`src/rtl/multi_cycle_seq_if.sv`:
```
// Control bundle between the multi-cycle sequencer and its datapath / memory ports.
// The sequencer uses the slave modport; the environment driving INSTR and the RDYs uses master.
interface multi_cycle_seq_if;
    logic [31:0] INSTR;
    logic        I_MEM_RDY;
    logic        D_MEM_RDY;
    logic        BR_TAKEN;
    logic [2:0]  STATE;
    logic        I_MEM_REQ;
    logic        IR_WE;
    logic        PC_WE;
    logic [1:0]  PC_SRC;
    logic        D_MEM_REQ;
    logic        D_MEM_WEN;
    logic        RF_WE;
    logic [1:0]  WB_SEL;
    logic        HALT;
    logic [31:0] NUM_INST;

    modport slave (
        input  INSTR, I_MEM_RDY, D_MEM_RDY, BR_TAKEN,
        output STATE, I_MEM_REQ, IR_WE, PC_WE, PC_SRC, D_MEM_REQ, D_MEM_WEN,
        output RF_WE, WB_SEL, HALT, NUM_INST
    );

    modport master (
        output INSTR, I_MEM_RDY, D_MEM_RDY, BR_TAKEN,
        input  STATE, I_MEM_REQ, IR_WE, PC_WE, PC_SRC, D_MEM_REQ, D_MEM_WEN,
        input  RF_WE, WB_SEL, HALT, NUM_INST
    );
endinterface

```
`src/rtl/multi_cycle_seq.sv`:
```
// RV32I multi-cycle sequencer: steps IF/ID/EX/MEM/WB, emits datapath strobes,
// stalls on memory ready handshakes, counts retirements and halts on ECALL/illegal opcode.
module multi_cycle_seq #(
    parameter logic [2:0] RESET_STATE = 3'd0
) (
    input  logic              CLK,
    input  logic              RST,
    multi_cycle_seq_if.slave  bus
);

    localparam logic [2:0] S_IF   = 3'd0;
    localparam logic [2:0] S_ID   = 3'd1;
    localparam logic [2:0] S_EX   = 3'd2;
    localparam logic [2:0] S_MEM  = 3'd3;
    localparam logic [2:0] S_WB   = 3'd4;
    localparam logic [2:0] S_HALT = 3'd5;

    localparam logic [6:0] OP_LUI    = 7'b0110111;
    localparam logic [6:0] OP_AUIPC  = 7'b0010111;
    localparam logic [6:0] OP_JAL    = 7'b1101111;
    localparam logic [6:0] OP_JALR   = 7'b1100111;
    localparam logic [6:0] OP_BRANCH = 7'b1100011;
    localparam logic [6:0] OP_LOAD   = 7'b0000011;
    localparam logic [6:0] OP_STORE  = 7'b0100011;
    localparam logic [6:0] OP_OPIMM  = 7'b0010011;
    localparam logic [6:0] OP_OP     = 7'b0110011;

    localparam logic [31:0] ECALL = 32'h0000_0073;

    logic [2:0]  r_state;
    logic [31:0] r_num_inst;

    logic [2:0]  w_state_nxt;
    logic        w_i_mem_req;
    logic        w_ir_we;
    logic        w_pc_we;
    logic [1:0]  w_pc_src;
    logic        w_d_mem_req;
    logic        w_d_mem_wen;
    logic        w_rf_we;
    logic [1:0]  w_wb_sel;

    logic [6:0]  w_opcode;
    logic        w_rd_nz;
    logic        w_is_lui, w_is_auipc, w_is_jal, w_is_jalr, w_is_branch;
    logic        w_is_load, w_is_store, w_is_opimm, w_is_op;
    logic        w_legal;

    assign w_opcode    = bus.INSTR[6:0];
    assign w_rd_nz     = |bus.INSTR[11:7];
    assign w_is_lui    = (w_opcode == OP_LUI);
    assign w_is_auipc  = (w_opcode == OP_AUIPC);
    assign w_is_jal    = (w_opcode == OP_JAL);
    assign w_is_jalr   = (w_opcode == OP_JALR);
    assign w_is_branch = (w_opcode == OP_BRANCH);
    assign w_is_load   = (w_opcode == OP_LOAD);
    assign w_is_store  = (w_opcode == OP_STORE);
    assign w_is_opimm  = (w_opcode == OP_OPIMM);
    assign w_is_op     = (w_opcode == OP_OP);
    assign w_legal     = w_is_lui | w_is_auipc | w_is_jal | w_is_jalr | w_is_branch |
                         w_is_load | w_is_store | w_is_opimm | w_is_op;

    // Strobes are forced idle while RST is high so nothing escapes during an abort.
    always_comb begin
        w_state_nxt = r_state;
        w_i_mem_req = 1'b0;
        w_ir_we     = 1'b0;
        w_pc_we     = 1'b0;
        w_pc_src    = 2'd0;
        w_d_mem_req = 1'b0;
        w_d_mem_wen = 1'b1;
        w_rf_we     = 1'b0;
        w_wb_sel    = 2'd0;
        if (!RST) begin
            case (r_state)
                S_IF: begin
                    w_i_mem_req = 1'b1;
                    if (bus.I_MEM_RDY) begin
                        w_ir_we     = 1'b1;
                        w_state_nxt = S_ID;
                    end
                end
                S_ID: begin
                    if (bus.INSTR == ECALL || !w_legal) begin
                        w_state_nxt = S_HALT;
                    end else begin
                        w_state_nxt = S_EX;
                    end
                end
                S_EX: begin
                    if (w_is_branch) begin
                        w_pc_we     = 1'b1;
                        w_pc_src    = bus.BR_TAKEN ? 2'd1 : 2'd0;
                        w_state_nxt = S_IF;
                    end else if (w_is_load || w_is_store) begin
                        w_state_nxt = S_MEM;
                    end else begin
                        w_state_nxt = S_WB;
                    end
                end
                S_MEM: begin
                    w_d_mem_req = 1'b1;
                    w_d_mem_wen = ~w_is_store;
                    if (bus.D_MEM_RDY) begin
                        if (w_is_store) begin
                            w_pc_we     = 1'b1;
                            w_state_nxt = S_IF;
                        end else begin
                            w_state_nxt = S_WB;
                        end
                    end
                end
                S_WB: begin
                    w_rf_we     = w_rd_nz;
                    w_pc_we     = 1'b1;
                    w_state_nxt = S_IF;
                    if (w_is_jal) begin
                        w_pc_src = 2'd1;
                    end else if (w_is_jalr) begin
                        w_pc_src = 2'd2;
                    end
                    // AUIPC and OP/OP-IMM leave WB_SEL at ALU.
                    if (w_is_load) begin
                        w_wb_sel = 2'd1;
                    end else if (w_is_jal || w_is_jalr) begin
                        w_wb_sel = 2'd2;
                    end else if (w_is_lui) begin
                        w_wb_sel = 2'd3;
                    end
                end
                S_HALT: begin
                    w_state_nxt = S_HALT;
                end
                default: begin
                    w_state_nxt = RESET_STATE;
                end
            endcase
        end
    end

    always_ff @(posedge CLK or posedge RST) begin
        if (RST) begin
            r_state    <= RESET_STATE;
            r_num_inst <= 32'd0;
        end else begin
            r_state <= w_state_nxt;
            if (w_pc_we) begin
                r_num_inst <= r_num_inst + 32'd1;
            end
        end
    end

    assign bus.STATE     = r_state;
    assign bus.I_MEM_REQ = w_i_mem_req;
    assign bus.IR_WE     = w_ir_we;
    assign bus.PC_WE     = w_pc_we;
    assign bus.PC_SRC    = w_pc_src;
    assign bus.D_MEM_REQ = w_d_mem_req;
    assign bus.D_MEM_WEN = w_d_mem_wen;
    assign bus.RF_WE     = w_rf_we;
    assign bus.WB_SEL    = w_wb_sel;
    assign bus.HALT      = (r_state == S_HALT);
    assign bus.NUM_INST  = r_num_inst;

endmodule

```
`src/flat_wrapper.sv`:
```
// flat-port wrapper written by rule: the top's interface ports become plain ports
module multi_cycle_seq_flat 
#(
    parameter logic [2:0] RESET_STATE = 3'd0
)
  (CLK, RST, bus_INSTR, bus_I_MEM_RDY, bus_D_MEM_RDY, bus_BR_TAKEN, bus_STATE, bus_I_MEM_REQ, bus_IR_WE, bus_PC_WE, bus_PC_SRC, bus_D_MEM_REQ, bus_D_MEM_WEN, bus_RF_WE, bus_WB_SEL, bus_HALT, bus_NUM_INST);
  multi_cycle_seq_if bus_i ();
  input  logic CLK;
  input  logic RST;
  input wire logic [$bits(bus_i.INSTR)-1:0] bus_INSTR;
  input wire logic [$bits(bus_i.I_MEM_RDY)-1:0] bus_I_MEM_RDY;
  input wire logic [$bits(bus_i.D_MEM_RDY)-1:0] bus_D_MEM_RDY;
  input wire logic [$bits(bus_i.BR_TAKEN)-1:0] bus_BR_TAKEN;
  output wire logic [$bits(bus_i.STATE)-1:0] bus_STATE;
  output wire logic [$bits(bus_i.I_MEM_REQ)-1:0] bus_I_MEM_REQ;
  output wire logic [$bits(bus_i.IR_WE)-1:0] bus_IR_WE;
  output wire logic [$bits(bus_i.PC_WE)-1:0] bus_PC_WE;
  output wire logic [$bits(bus_i.PC_SRC)-1:0] bus_PC_SRC;
  output wire logic [$bits(bus_i.D_MEM_REQ)-1:0] bus_D_MEM_REQ;
  output wire logic [$bits(bus_i.D_MEM_WEN)-1:0] bus_D_MEM_WEN;
  output wire logic [$bits(bus_i.RF_WE)-1:0] bus_RF_WE;
  output wire logic [$bits(bus_i.WB_SEL)-1:0] bus_WB_SEL;
  output wire logic [$bits(bus_i.HALT)-1:0] bus_HALT;
  output wire logic [$bits(bus_i.NUM_INST)-1:0] bus_NUM_INST;
  assign bus_i.INSTR = bus_INSTR;
  assign bus_i.I_MEM_RDY = bus_I_MEM_RDY;
  assign bus_i.D_MEM_RDY = bus_D_MEM_RDY;
  assign bus_i.BR_TAKEN = bus_BR_TAKEN;
  assign bus_STATE = bus_i.STATE;
  assign bus_I_MEM_REQ = bus_i.I_MEM_REQ;
  assign bus_IR_WE = bus_i.IR_WE;
  assign bus_PC_WE = bus_i.PC_WE;
  assign bus_PC_SRC = bus_i.PC_SRC;
  assign bus_D_MEM_REQ = bus_i.D_MEM_REQ;
  assign bus_D_MEM_WEN = bus_i.D_MEM_WEN;
  assign bus_RF_WE = bus_i.RF_WE;
  assign bus_WB_SEL = bus_i.WB_SEL;
  assign bus_HALT = bus_i.HALT;
  assign bus_NUM_INST = bus_i.NUM_INST;
  multi_cycle_seq #(.RESET_STATE(RESET_STATE)) u_core (.CLK(CLK), .RST(RST), .bus(bus_i));
endmodule
```
`config.mk`:
```
export PLATFORM = sky130hd
export DESIGN_NAME = multi_cycle_seq_flat
export DESIGN_NICKNAME = d
export VERILOG_FILES = /design/src/rtl/multi_cycle_seq_if.sv /design/src/rtl/multi_cycle_seq.sv /design/src/flat_wrapper.sv
export SDC_FILE = /design/constraint.sdc
export NUM_CORES = 1
export LEC_CHECK = 0
export ABC_AREA = 0
export CAP_MARGIN = 20
export CORE_UTILIZATION = 43
export DETAILED_ROUTE_END_ITERATION = 12
export PLACE_DENSITY_LB_ADDON = 0.12
export SLEW_MARGIN = 30
export SYNTH_ARGS = -nofsm -noshare
export SYNTH_HDL_FRONTEND = slang
export SYNTH_SLANG_ARGS = --single-unit
```
`constraint.sdc`:
```
create_clock -name CLK -period 2.7 [get_ports CLK]
set_input_delay 0.27 -clock CLK [delete_from_list [all_inputs] [get_ports CLK]]
set_output_delay 0.27 -clock CLK [all_outputs]
set_load 0.03 [all_outputs]
```
==> results of run 1 <==
[registers in the layout (all words and copies together), names as in the netlist]
name	cells
u_core.bus.STATE	3
u_core.bus.NUM_INST	32
[area by class of cell]
class / count / area, sq um
multi-input combinational: 157 / 1075
tap: 52 / 65.06
fill: 386 / 1575
inverter: 4 / 15.01
timing repair buffer: 77 / 738.2
sequential: 35 / 875.8
clock buffer: 8 / 100.1
[report_power, final]
group	total, mW	internal (mW)	switching (mW)
Clock	0.407	0.233	0.175
Combinational	0.535	0.238	0.297
Sequential	0.659	0.571	0.0876
Total	1.60	1.04	0.559
[critical path, delay by kind of cell, from the launching register on]
kind	cells	cell delay, ns
buffers and inverters	2	0.40
flip-flops	1	0.49
AND/OR/NAND/NOR	3	1.16
[cell usage in the layout (no fill, tap or decap), types with 2 or more instances in the layout]
master,n
xnor2_1,15
and2_1,3
buf_4,16
nor3b_1,2
nor3_1,13
clkdlybuf4s50_1,58
nor2b_1,2
clkbuf_8,7
nand4_1,15
inv_1,4
a21oi_1,5
nor4b_1,4
nand2b_1,3
dlymetal6s2s_1,3
nor2_1,14
and3_1,3
xor2_1,16
nand3_1,14
dfrtp_1,35
nor4_1,6
mux2i_1,2
nand2_1,15
o21ai_0,2
[cell families (layout without fill, tap and decap cells)]
logic type / count (synthesis) / after routing
XOR/XNOR: 31 / 31
AND/OR/NAND/NOR: 108 / 108
buffers and inverters: 13 / 89
flip-flops: 35 / 35
multiplexers: 2 / 2
adder cells (fa/ha/maj): 1 / 1
AO/OA/AOI/OAI: 15 / 15
[stage by stage]
step           hold WS (ns)  cells  setup slack (ns)
2_1_floorplan        0.5506    205            0.3000
6_report             0.4709    333            0.1001
5_1_grt              0.5071    333         0.0008660
3_3_place_gp         0.4620    325            0.1223
3_5_place_dp         0.4669    325            0.1084
4_1_cts              0.4757    333           0.06671
[Yosys cell counts, types with 2 or more instances]
cell type,n
a21oi_1,5
and2_1,3
and3_1,3
buf_2,3
buf_6,2
clkbuf_1,3
dfrtp_1,35
inv_1,4
mux2i_1,2
nand2_1,15
nand2b_1,3
nand3_1,14
nand4_1,15
nor2_1,14
nor2b_1,2
nor3_1,13
nor3b_1,2
nor4_1,6
nor4b_1,4
o21ai_0,2
xnor2_1,15
xor2_1,16
[worst min path at each step]
stage | cells after the start | slack, ns | from | to
final | 1 | 0.47 | u_core.bus.NUM_INST[31] | u_core.bus.NUM_INST[31]
after detailed placement | 1 | 0.47 | u_core.bus.NUM_INST[31] | u_core.bus.NUM_INST[31]
after floorplan | 3 | 0.55 | bus_INSTR[0] | u_core.bus.STATE[0]
after CTS | 1 | 0.48 | u_core.bus.NUM_INST[31] | u_core.bus.NUM_INST[31]
after global placement | 1 | 0.46 | u_core.bus.NUM_INST[31] | u_core.bus.NUM_INST[31]
after global routing | 1 | 0.51 | u_core.bus.NUM_INST[31] | u_core.bus.NUM_INST[31]
[metal layers]
layer  vias up  share of wire, %
met4         0               1.0
li1        894                 -
met2        72                49
met1       827                44
met5         -                 0
met3         7               6.0
[repair_timing]
action | CTS | global route
endpoints found under the hold margin | 0 | 0
setup endpoints to repair | 0 | 3
resized for setup | 0 | 3
==> summary.md, run 1 <==
| Metric | Value |
|---|---|
| Tot Pwr | `1.601 mW` |
| Cells after Synth | `205` |
| Core ar. | `between 0.004 and 0.005 sq mm` |
| Clock Latency Late Sink | `about 0.28 ns` |
| Nets | `around 320` |
| Arr. time, crit path | `approximately 2.3 ns` |
| RSZ-0062 raised after global routing | `false` |
| Number of clock sinks | `35` |
| Slew Viols, Final | `0` |
| Max transition margin | `68.95%` |
| Final period util | `96.29%` |
| Area leader, netlist | `dfrtp_1` |
| Final setup fails | `0` |
| Setup Skew | `between 0.003 and 0.004 ns` |
| I/O pins | `83` |
| Area growth syn-to-layout | `41.37%` |
| Setup crit start | `u_core.bus.STATE[0]` |
| Vias in the first global route | `1653` |
| Die Y | `around 71 um` |
| Layout cells sized above 1 | `11.74%` |
| Async S/R FF share, synth | `100.0%` |
| Main synth FF type | `dfrtp_1` |
| Clk buf depth | `2` |
| Flip-flop and latch count after synthesis | `35` |
| Critical Path End Type | `output port` |
| Initial core utilization | `a little under half` |
| Drt via density | `5.405` |
| Setup Buffers After CTS | `0` |
| Time the worst path needs with I/O delays and setup | `2.600 ns` |
| Simple-gate share of the synthesized area | `33.11%` |
| WL final | `4.560 mm` |
| Area share of the largest cell type after synthesis | `a little over two fifths` |
| Antenna viol nets, final | `0` |
| TritonCTS clock tree | `built` |
| R2r endpoint | `u_core.bus.NUM_INST[5]` |
| Reg-to-reg startpoint | `u_core.bus.STATE[0]` |
| Setup TNS | `0 ns` |
| Post-Syn Area | `0.002029 sq mm` |
| Synth Area in Adders | `0.6165%` |
| Post-CTS Hold Buffers | `0` |
| P_leak | `1.270 nW` |
| Overall Global Routing Usage | `about a fifth` |
| Remaining DRCs | `4` |
| Met3 Use GR | `4.416%` |
| TritonRoute pass-1 iters | `9` |
| Met2 Use GR | `32.37%` |
| Row count | `24` |
| Worst-margin pin slew | `~0.47 ns` |
| Crit path to | `bus_PC_WE` |
| Status | `finished with violations` |
| GR Overflow Total | `0` |
| Gp weighted congestion | `0.8566` |
| EDFF count, synth | `0` |
| Placed inst area | `approximately 0.0028 sq mm` |
| 1st-iter DRT viols | `120` |
| Initial antenna violation count | `0` |
| CP cell instances | `or2_4 -> or4_4 -> and3_1 -> inv_1 -> buf_4` |
| Synthesis Warnings | `0` |
| Main combinational cell family by area after synthesis | `simple AND/OR/NAND/NOR gates` |
| F_max | `384.6 MHz` |
| Final instance area | `0.002869 sq mm` |
| Ant diodes | `0` |
| R2r setup slk | `about 0.36 ns` |
| Hold Fails Final Rpt | `0` |
| CP Launch Type | `flop` |
| Req. time, crit path | `2.43 ns` |
| Die width | `70.70 um` |
| Cell variety after synth | `46` |
| CTS Buf Count | `5` |
| Failing checks | `design-rule violations` |
| CP Class | `flop to output port` |
| Max_cap viols | `0` |
| H-tree depth | `2` |
| Input/output buffers | `62` |
| Die area | `between 0.004 and 0.005 sq mm` |
| Compound-Gate Fraction of Synth Area | `approximately 4.9%` |
| Clock slew at reported path FFs | `0.06 ns` |
| CP Max Fanout | `11` |
| Vias | `approximately 1.8k` |
| Syn Area/Cell | `9.900 sq um` |
| Worst min-delay path class | `flop to flop` |
| Maximum VDD drop | `about 0.39 mV` |
| Met1 Resource Use GR | `24.98%` |
| Power per cell area | `558.1 mW/mm^2` |
| Multiplexer share of the synthesized area | `0.9864%` |
| Busiest grt layer | `met2` |
| First-pass GRT wire length | `7.693 mm` |
| Post-Synth XOR/XNOR Area | `approximately 13%` |
| Synth top area cells | `dfrtp_1 (43%), xor2_1 (6.9%), xnor2_1 (6.5%)` |
| Final HPWL DP | `~3.4 mm` |
| Register area share after synthesis | `between 40% and 50%` |
| Root Buffer | `clkbuf_8` |
| CP max stage cell | `dfrtp_1` |
| Reg2Reg Depth | `6` |
| Largest net degree at the start of global routing | `36` |
| Avg WL per Cell | `13.69 um` |
| Max stage delay on crit path | `0.49 ns` |
| Post-Syn Nets | `roughly 240` |
| Final Util | `64.56%` |
(Power assumes the default switching activity.)
==> run 2: changes to the inputs <==
- CORE_ASPECT_RATIO: unset -> 0.7
==> summary.md, run 2 (synthesis results as in run 1) <==
| Metric | Value |
|---|---|
| Time the worst path needs with I/O delays and setup | `2.579 ns (-0.02086 ns)` |
| Req. time, crit path | `2.43 ns (about the same)` |
| TritonCTS clock tree | `built` |
| Most common cell after layout, fill and taps aside | `clkdlybuf4s50_1` |
| Top delay family on crit path | `buffers and inverters` |
| WL final | `4.879 mm (+7.0%)` |
| Initial antenna violation count | `0 (unchanged)` |
| Clk buf depth | `2 (unchanged)` |
| Placed inst area | `0.002788 sq mm (+0.95%)` |
| Arr. time, crit path | `2.31 ns (-0.02 ns)` |
| TritonRoute pass-1 iters | `8 (-1)` |
| CP cell instances | `clkdlybuf4s50_1 -> buf_4 -> and4bb_2 -> nand4b_1 -> and3_1 -> inv_1 -> buf_4` |
| Final setup fails | `0 (unchanged)` |
| Reg-to-reg startpoint | `u_core.bus.STATE[0]` |
| Critical Path End Type | `output port` |
| R2r endpoint | `u_core.bus.NUM_INST[11]` |
| Final Util | `64.92% (+0.36 points)` |
| Nets | `321 (+0.94%)` |
| P_leak | `1.234 nW (-2.8%)` |
| Post-CTS Hold Buffers | `0 (unchanged)` |
| CTS Buf Count | `5 (unchanged)` |
| Layout cells sized above 1 | `12.68% (+0.93 points)` |
| Crit path to | `bus_PC_WE` |
| Setup crit start | `RST` |
| Drt via density | `5.381 (-0.46%)` |
| Worst path bufs/invs | `4 (+2)` |
| Pre-CTS setup slack | `0.09983 ns (-0.008569 ns)` |
| Status | `finished with violations` |
| Max_cap viols | `0 (unchanged)` |
| Antenna viol nets, final | `0 (unchanged)` |
| CP Class | `input port to output port` |
| Max transition margin | `60.27% (-8.7 points)` |
| 1st-iter DRT viols | `93 (-23%)` |
| FILL cells | `362 (-6.2%)` |
| Core ar. | `0.004429 sq mm (-0.34%)` |
| Final period util | `95.52% (-0.77 points)` |
| RSZ-0062 raised after global routing | `false` |
| Finished Layout Cells | `339 (+1.8%)` |
| Overall Global Routing Usage | `20.91% (+1.7 points)` |
| Post-route setup slack | `0.1210 ns (+0.02086 ns)` |
| Failing checks | `design-rule violations` |
| Clock slew at reported path FFs | `0.07 ns (about the same)` |
| Most used cell along the critical path | `buf_4` |
| Ant diodes | `0 (unchanged)` |
| F_max | `387.7 MHz (+0.81%)` |
| Area occupied by multi-input gates | `0.001075 sq mm (unchanged)` |
| Max stage delay on crit path | `0.51 ns (+0.02 ns)` |
| Avg WL per Cell | `14.39 um (+5.1%)` |
| Hold Slack | `0.4716 ns (+0.0006660 ns)` |
| Setup Skew | `0.004726 ns (+0.001363 ns)` |
| Max reg flops | `32 (unchanged)` |
| Initial core utilization | `45.82% (+0.15 points)` |
| Setup TNS | `0 ns (unchanged)` |
| Tot Pwr | `1.596 mW (-0.32%)` |
| Reg2Reg Depth | `6 (unchanged)` |
| Worst-margin pin slew | `0.5905 ns (+0.1248 ns)` |
| CP max stage cell | `and3_1` |
| Vias | `1824 (+1.3%)` |
| Gp weighted congestion | `0.8087 (-5.6%)` |
| FF+latch area | `875.8 sq um (unchanged)` |
| Largest net degree at the start of global routing | `36 (unchanged)` |
| Slew Viols, Final | `0 (unchanged)` |
| Hold Fails Final Rpt | `0 (unchanged)` |
| Die Y | `59.48 um (-16%)` |
| H-tree depth | `2 (unchanged)` |
| Commonest cells after routing, fill and taps aside | `clkdlybuf4s50_1 (60), dfrtp_1 (35), buf_4 (19)` |
| Setup Buffers After CTS | `0 (unchanged)` |
| Input/output buffers | `62 (unchanged)` |
| R2r setup slk | `0.38 ns (+0.02 ns)` |
| First-pass GRT wire length | `8.135 mm (+5.7%)` |
| I/O pins | `83 (unchanged)` |
| Final HPWL DP | `3.672 mm (+7.5%)` |
| CP Launch Type | `input port` |
| Placed Cells incl. Taps | `331 (+1.8%)` |
| Remaining DRCs | `8 (+4)` |
| Area growth syn-to-layout | `41.68%` |
| Root Buffer | `clkbuf_8` |
| Power per cell area | `555.1 mW/mm^2 (-0.54%)` |
| Number of clock sinks | `35 (unchanged)` |
| Cell count along the critical path | `7 (+2)` |
| Post-CTS Resized | `0 (unchanged)` |
| GR Overflow Total | `0 (unchanged)` |
| CP Max Fanout | `11 (unchanged)` |
| Row count | `20 (-17%)` |
| Vias in the first global route | `1690 (+2.2%)` |
| Die area | `0.005003 sq mm (about the same)` |
| Clock Latency Late Sink | `0.28 ns (about the same)` |
| Worst min-delay path class | `flop to flop` |
| Die width | `84.11 um (+19%)` |
| Maximum VDD drop | `0.5167 mV (+32%)` |
| Final instance area | `0.002875 sq mm (+0.22%)` |
==> run 2: cell types whose count changed in the layout (fill, tap and decap cells not counted), sizes merged <==
cell,before,now
clkinv,0,1
clkbuf,8,6
buf,16,19
clkdlybuf4s50,58,60
clkinvlp,0,1
dlymetal6s2s,3,1
==> run 2: worst min-delay path by stage <==
stage / startpoint / end / depth (start not counted)
floorplan: bus_INSTR[0] / u_core.bus.STATE[0] / 3
global placement: u_core.bus.NUM_INST[31] / u_core.bus.NUM_INST[31] / 1
detailed placement: u_core.bus.NUM_INST[31] / u_core.bus.NUM_INST[31] / 1
CTS: u_core.bus.NUM_INST[31] / u_core.bus.NUM_INST[31] / 1
global route: u_core.bus.NUM_INST[31] / u_core.bus.NUM_INST[31] / 1
finish: u_core.bus.NUM_INST[31] / u_core.bus.NUM_INST[31] / 1
==> run 2: report_power, final <==
| part | internal [mW] | total [mW] | switching (mW) |
|---|---|---|---|
| Clock | 0.180 | 0.376 | 0.196 |
| Sequential | 0.571 | 0.641 | 0.0703 |
| Combinational | 0.257 | 0.579 | 0.322 |
==> run 2: area by class of cell <==
type / instances / share of cell area, %
Inverter: 4 / 0.5222
Clock buffer: 6 / 2.524
Timing Repair Buffer: 80 / 26.28
Multi-Input combinational cell: 157 / 37.38
Clock inverter: 2 / 0.4352
Sequential cell: 35 / 30.46
Tap cell: 55 / 2.393
==> run 2: routing by layer <==
metal  global-route usage, %  vias up  routed length (um)
met2                   31.62       69                2116
met1                   29.90      846                2325
met4                   5.172        0                  37
met5                       0        -                   0
li1                        -      904                   -
met3                   5.710        5                 399
==> run 2: worst register-to-register path, stage by stage (launching register included) <==
cell	delay, ns
dfrtp_1	0.44
or2_4	0.30
or4_4	0.50
and3_1	0.37
buf_4	0.24
nor3_1	0.24
xor2_1	0.17
==> run 3: changes to the inputs <==
- CAP_MARGIN: 20 -> unset
==> results of run 3 <==
The final DEF is identical to that of run 2; final timing and power are the same.
